[src/rtl/gaus_sincos_gen_if.sv]
// Sample-stream and quarter-wave-table bundle for gaus_sincos_gen.
// The slave side is the generator; the master side is the source/table environment.
interface gaus_sincos_gen_if #(
    parameter int pACC_W = 16
);
    // Handshake: ival qualifies imode/iphase/istep on every edge where iclkena = 1.
    // There is no ready; every such sample is accepted. oval qualifies ocos/osin.
    logic              iclkena;
    logic              ival;
    logic              imode;
    logic [10:0]       iphase;
    logic [pACC_W-1:0] istep;
    logic              otab_clkena;
    logic [8:0]        ocos_addr;
    logic [8:0]        osin_addr;
    logic [17:0]       icos_tab;
    logic [17:0]       isin_tab;
    logic              oval;
    logic [18:0]       ocos;
    logic [18:0]       osin;

    modport master (
        output iclkena, ival, imode, iphase, istep, icos_tab, isin_tab,
        input  otab_clkena, ocos_addr, osin_addr, oval, ocos, osin
    );

    modport slave (
        input  iclkena, ival, imode, iphase, istep, icos_tab, isin_tab,
        output otab_clkena, ocos_addr, osin_addr, oval, ocos, osin
    );
endinterface

[src/rtl/gaus_sincos_gen.sv]
// Quarter-wave-table sine/cosine generator with direct or accumulated phase.
// Define GAUS_SINCOS_ADDR_REG_EN to register the table addresses (latency 4 instead of 3).
module gaus_sincos_gen #(
    parameter int pACC_W = 16
) (
    input logic               iclk,
    input logic               ireset,
    gaus_sincos_gen_if.slave  bus
);

`ifdef GAUS_SINCOS_ADDR_REG_EN
    localparam int DL = 3;
`else
    localparam int DL = 2;
`endif

    logic [pACC_W-1:0] acc_q, acc_d;
    logic [DL-1:0]     val_dl_q, val_dl_d;
    logic [DL-1:0]     ncos_dl_q, ncos_dl_d;
    logic [DL-1:0]     nsin_dl_q, nsin_dl_d;
    logic              oval_q, oval_d;
    logic [18:0]       ocos_q, ocos_d;
    logic [18:0]       osin_q, osin_d;

    logic [10:0]       phase;
    logic [1:0]        quad;
    logic [8:0]        idx;
    logic [8:0]        cos_addr;
    logic [8:0]        sin_addr;
    logic [18:0]       cos_ext;
    logic [18:0]       sin_ext;

    // Accumulator mode uses the accumulator value before this sample's update.
    always_comb begin
        phase    = bus.imode ? acc_q[pACC_W-1 -: 11] : bus.iphase;
        quad     = phase[10:9];
        idx      = phase[8:0];
        cos_addr = quad[0] ? ~idx : idx;
        sin_addr = quad[0] ? idx : ~idx;
        cos_ext  = {1'b0, bus.icos_tab};
        sin_ext  = {1'b0, bus.isin_tab};
    end

    always_comb begin
        acc_d     = acc_q;
        val_dl_d  = val_dl_q;
        ncos_dl_d = ncos_dl_q;
        nsin_dl_d = nsin_dl_q;
        oval_d    = oval_q;
        ocos_d    = ocos_q;
        osin_d    = osin_q;
        if (bus.iclkena) begin
            if (bus.ival && bus.imode) begin
                acc_d = acc_q + bus.istep;
            end
            val_dl_d  = {val_dl_q[DL-2:0], bus.ival};
            ncos_dl_d = {ncos_dl_q[DL-2:0], quad[1] ^ quad[0]};
            nsin_dl_d = {nsin_dl_q[DL-2:0], quad[1]};
            oval_d    = val_dl_q[DL-1];
            // Two's-complement negation of a zero table value stays zero.
            ocos_d    = ncos_dl_q[DL-1] ? (~cos_ext + 19'd1) : cos_ext;
            osin_d    = nsin_dl_q[DL-1] ? (~sin_ext + 19'd1) : sin_ext;
        end
    end

    always_ff @(posedge iclk or negedge ireset) begin
        if (!ireset) begin
            acc_q     <= '0;
            val_dl_q  <= '0;
            ncos_dl_q <= '0;
            nsin_dl_q <= '0;
            oval_q    <= 1'b0;
            ocos_q    <= '0;
            osin_q    <= '0;
        end else begin
            acc_q     <= acc_d;
            val_dl_q  <= val_dl_d;
            ncos_dl_q <= ncos_dl_d;
            nsin_dl_q <= nsin_dl_d;
            oval_q    <= oval_d;
            ocos_q    <= ocos_d;
            osin_q    <= osin_d;
        end
    end

`ifdef GAUS_SINCOS_ADDR_REG_EN
    logic [8:0] cos_addr_q, cos_addr_d;
    logic [8:0] sin_addr_q, sin_addr_d;

    always_comb begin
        cos_addr_d = cos_addr_q;
        sin_addr_d = sin_addr_q;
        if (bus.iclkena) begin
            cos_addr_d = cos_addr;
            sin_addr_d = sin_addr;
        end
    end

    always_ff @(posedge iclk or negedge ireset) begin
        if (!ireset) begin
            cos_addr_q <= '0;
            sin_addr_q <= '0;
        end else begin
            cos_addr_q <= cos_addr_d;
            sin_addr_q <= sin_addr_d;
        end
    end

    assign bus.ocos_addr = cos_addr_q;
    assign bus.osin_addr = sin_addr_q;
`else
    assign bus.ocos_addr = cos_addr;
    assign bus.osin_addr = sin_addr;
`endif

    assign bus.otab_clkena = bus.iclkena;
    assign bus.oval        = oval_q;
    assign bus.ocos        = ocos_q;
    assign bus.osin        = osin_q;

endmodule

[src/flat_wrapper.sv]
// flat-port wrapper written by rule: the top's interface ports become plain ports
module gaus_sincos_gen_flat 
#(
    parameter int pACC_W = 16
)
  (iclk, ireset, bus_iclkena, bus_ival, bus_imode, bus_iphase, bus_istep, bus_icos_tab, bus_isin_tab, bus_otab_clkena, bus_ocos_addr, bus_osin_addr, bus_oval, bus_ocos, bus_osin);
  gaus_sincos_gen_if #(.pACC_W(pACC_W)) bus_i ();
  input logic iclk;
  input logic ireset;
  input wire logic [$bits(bus_i.iclkena)-1:0] bus_iclkena;
  input wire logic [$bits(bus_i.ival)-1:0] bus_ival;
  input wire logic [$bits(bus_i.imode)-1:0] bus_imode;
  input wire logic [$bits(bus_i.iphase)-1:0] bus_iphase;
  input wire logic [$bits(bus_i.istep)-1:0] bus_istep;
  input wire logic [$bits(bus_i.icos_tab)-1:0] bus_icos_tab;
  input wire logic [$bits(bus_i.isin_tab)-1:0] bus_isin_tab;
  output wire logic [$bits(bus_i.otab_clkena)-1:0] bus_otab_clkena;
  output wire logic [$bits(bus_i.ocos_addr)-1:0] bus_ocos_addr;
  output wire logic [$bits(bus_i.osin_addr)-1:0] bus_osin_addr;
  output wire logic [$bits(bus_i.oval)-1:0] bus_oval;
  output wire logic [$bits(bus_i.ocos)-1:0] bus_ocos;
  output wire logic [$bits(bus_i.osin)-1:0] bus_osin;
  assign bus_i.iclkena = bus_iclkena;
  assign bus_i.ival = bus_ival;
  assign bus_i.imode = bus_imode;
  assign bus_i.iphase = bus_iphase;
  assign bus_i.istep = bus_istep;
  assign bus_i.icos_tab = bus_icos_tab;
  assign bus_i.isin_tab = bus_isin_tab;
  assign bus_otab_clkena = bus_i.otab_clkena;
  assign bus_ocos_addr = bus_i.ocos_addr;
  assign bus_osin_addr = bus_i.osin_addr;
  assign bus_oval = bus_i.oval;
  assign bus_ocos = bus_i.ocos;
  assign bus_osin = bus_i.osin;
  gaus_sincos_gen #(.pACC_W(pACC_W)) u_core (.iclk(iclk), .ireset(ireset), .bus(bus_i));
endmodule
[config.mk]
export PLATFORM = sky130hd
export DESIGN_NAME = gaus_sincos_gen_flat
export DESIGN_NICKNAME = d
export VERILOG_FILES = /design/src/rtl/gaus_sincos_gen_if.sv /design/src/rtl/gaus_sincos_gen.sv /design/src/flat_wrapper.sv
export SDC_FILE = /design/constraint.sdc
export NUM_CORES = 1
export LEC_CHECK = 0
export ABC_AREA = 1
export CORE_AREA = 2 2 130 132
export CTS_CLUSTER_DIAMETER = 80
export DETAILED_ROUTE_END_ITERATION = 16
export DIE_AREA = 0 0 132 134
export GPL_ROUTABILITY_DRIVEN = 0
export PLACE_DENSITY = 0.53
export SKIP_CTS_REPAIR_TIMING = 1
export SYNTH_ARGS = -nofsm -noshare
export SYNTH_HDL_FRONTEND = slang
export SYNTH_SLANG_ARGS = --single-unit
export TNS_END_PERCENT = 50
[constraint.sdc]
create_clock -name iclk -period 3.4 [get_ports iclk]
set_clock_uncertainty 0.1 [all_clocks]
set_input_delay 0.51 -clock iclk [delete_from_list [all_inputs] [get_ports iclk]]
set_output_delay 0.51 -clock iclk [all_outputs]
set_load 0.02 [all_outputs]
==> metrics <==
most common cell in the synthesized netlist=nand2_1; setup TNS=0 ns; total grt overflow=0; Synth Register Bits=61; Final nets=844; Final period util=86.58%; TritonRoute pass-1 iters=4; core area=16290 um2; DP Area=5773 um2; Final Hold Vio Count=0; WL per Instance=12.41 um; Worst setup SP type=input port; MaxCap Viol Count=0; Clock Path Buffers=2; ys flop type=dfrtp_1; run status=finished, final reports clean; die area=17690 um2; post-route ant nets=0; Cell Pwr Density=702.7 nW/um2; share of cells above drive strength 1=4.456%; Via density=4.221; Crit Reg-Reg Endpoint=u_core.acc_q[6]$_DFFE_PN0P_; CTS Buf Count=9; Final Hold Slack=0.09423 ns; Starting Density=26.37%; DP Worst Slack=0.4331 ns; register area share after synthesis=35.54%; CTS Sinks=61; measured slew at the worst slew-check pin=0.6643 ns; CP arrival=2.33 ns; ant diodes=0; RR Startpoint=u_core.acc_q[0]$_DFFE_PN0P_; Root Buffer=clkbuf_16; yosys synthesis warning count=0; fin worst setup slack=0.4564 ns; vias after detailed routing=4149; IO buf count=125; r2r worst-path depth=9; num rows=47; Slew Limit Fails=0; post-route design area=6072 um2; mapped cell area=4295 um2; Lkg Pwr=2.945 nW; Die Span Y=134 um; Post-Syn Instances=633; syn avg cell area=6.786 um2; Critical Path Start=bus_imode; slew margin rel.=55.71%; Worst Path Max Fanout=14; clk slew on worst S/H paths=0.06 ns; Setup Viol. Count Final=0; HPWL after DPL=9304 um; Async SR Flop Fraction=100.0%; Post-synth EDFFs=0; Layout area overhead=41.36%; Post-route DRC=0; initial antenna violation count=0; H-tree depth=3; maximum vdd drop=297.5 uV; WS Path Type=input port to output pin; Synth area leader=dfrtp_1; CTS tree=done; Worst Setup End Kind=output pin; Yosys top cell area share=35.54%; top cells by area, synth=dfrtp_1, nand2_1, nand3_1; I/O pin count=126; Tot GR Track Use=14.46%; Post-Syn Nets=719; Worst R2R Setup Slack=1.49 ns; Yosys cell types=30; first-pass GRT wire length=20230 um; RSZ-0062 raised after global routing=no; fin util=37.28%; Die Wd=132 um; FMAX=0.3397 GHz; worst skew pair latency=0.33 ns; vias in the first global route=4050; DR iter-0 viols=137; CP required=2.79 ns; largest net degree at the start of global routing=62; synth cell count leaders=nand2_1, inv_1, dfrtp_1; hold crit path type=input port to asynchronous set/reset pin; final wirelength=12200 um; minimum clock period=2.944 ns
cell usage in the layout, fill, tap and decap left out:
cell	instances
nor3_4	1
clkinv_2	2
a31oi_1	1
inv_6	2
and2_1	1
clkbuf_16	9
nor2_1	44
mux2i_1	8
xnor2_1	16
or2_0	4
nor2_2	3
clkdlybuf4s50_1	124
clkinvlp_4	1
dfrtp_1	61
nand3_1	57
inv_2	3
or2_2	2
bufinv_16	1
nand2_1	232
buf_4	8
ha_1	17
nand4_1	2
nor3_1	6
fa_1	1
clkinv_4	1
o21ai_1	5
nand3b_1	5
a21oi_1	13
o211ai_1	3
xor2_1	13
inv_1	76
buf_2	1
or2_1	2
o21ai_0	38
through the flow:
step | cells | power (mW)
3_5_place_dp | 967 | 3.360
6_report | 983 | 4.267
3_3_place_gp | 967 | 3.347
5_1_grt | 983 | 4.637
2_1_floorplan | 633 | 2.514
4_1_cts | 983 | 4.336
state kept, by name, summed over array words and instances (netlist names):
register / flops
u_core.bus.osin: 19
u_core.bus.oval: 1
u_core.bus.ocos: 19
u_core.val_dl_q: 2
u_core.acc_q: 16
u_core.ncos_dl_q: 2
u_core.nsin_dl_q: 2
worst max-delay path, stage by stage:
cell and delay [ns]:
clkdlybuf4s50_1 0.51, buf_4 0.26, o21ai_0 0.16, xnor2_1 0.24
clkdlybuf4s50_1 0.65
worst max path at each step:
| stage | slack, ns | endpoint |
|---|---|---|
| finish | 0.46 | bus_osin_addr[1] |
| global route | 0.31 | bus_osin_addr[5] |
| CTS | 0.43 | bus_osin_addr[1] |
| detailed placement | 0.43 | bus_osin_addr[1] |
| global placement | 0.46 | bus_osin_addr[8] |
| floorplan | 1.16 | bus_ocos_addr[0] |
power breakdown:
group | total [mW] | internal (mW) | switching, mW
sequential | 1.12 | 0.944 | 0.180
clock | 0.940 | 0.571 | 0.369
combinational | 2.20 | 0.990 | 1.21
total | 4.27 | 2.50 | 1.76
final cells by class:
cell class              count  area, um2
fillers                  1754      10220
multi-input cells         474       2369
flip-flops and latches     61       1526
repair buffers            133       1306
inverters                  79      296.5
well taps                 220      275.3
clock buffers               9      225.2
clock inverters             7      73.82
logic make-up after synthesis:
| kind of cell | after synthesis | share of synthesized area (%) |
|---|---|---|
| simple gates | 359 | 34.75 |
| buf+inv | 98 | 9.321 |
| flops | 61 | 35.54 |
| compound gates | 60 | 7.195 |
| xor+xnor | 29 | 5.913 |
| fa+ha+maj | 18 | 5.418 |
| mux | 8 | 1.864 |
metal layers:
layer | track usage (%) | share of wire [%] | vias to the layer above
li1 | - | - | 2239
met1 | 18.91 | 48 | 1819
met2 | 23.38 | 46 | 80
met3 | 3.099 | 4.4 | 11
met4 | 5.737 | 1.6 | 0
met5 | 0 | 0 | -
(Power assumes the default switching activity.)
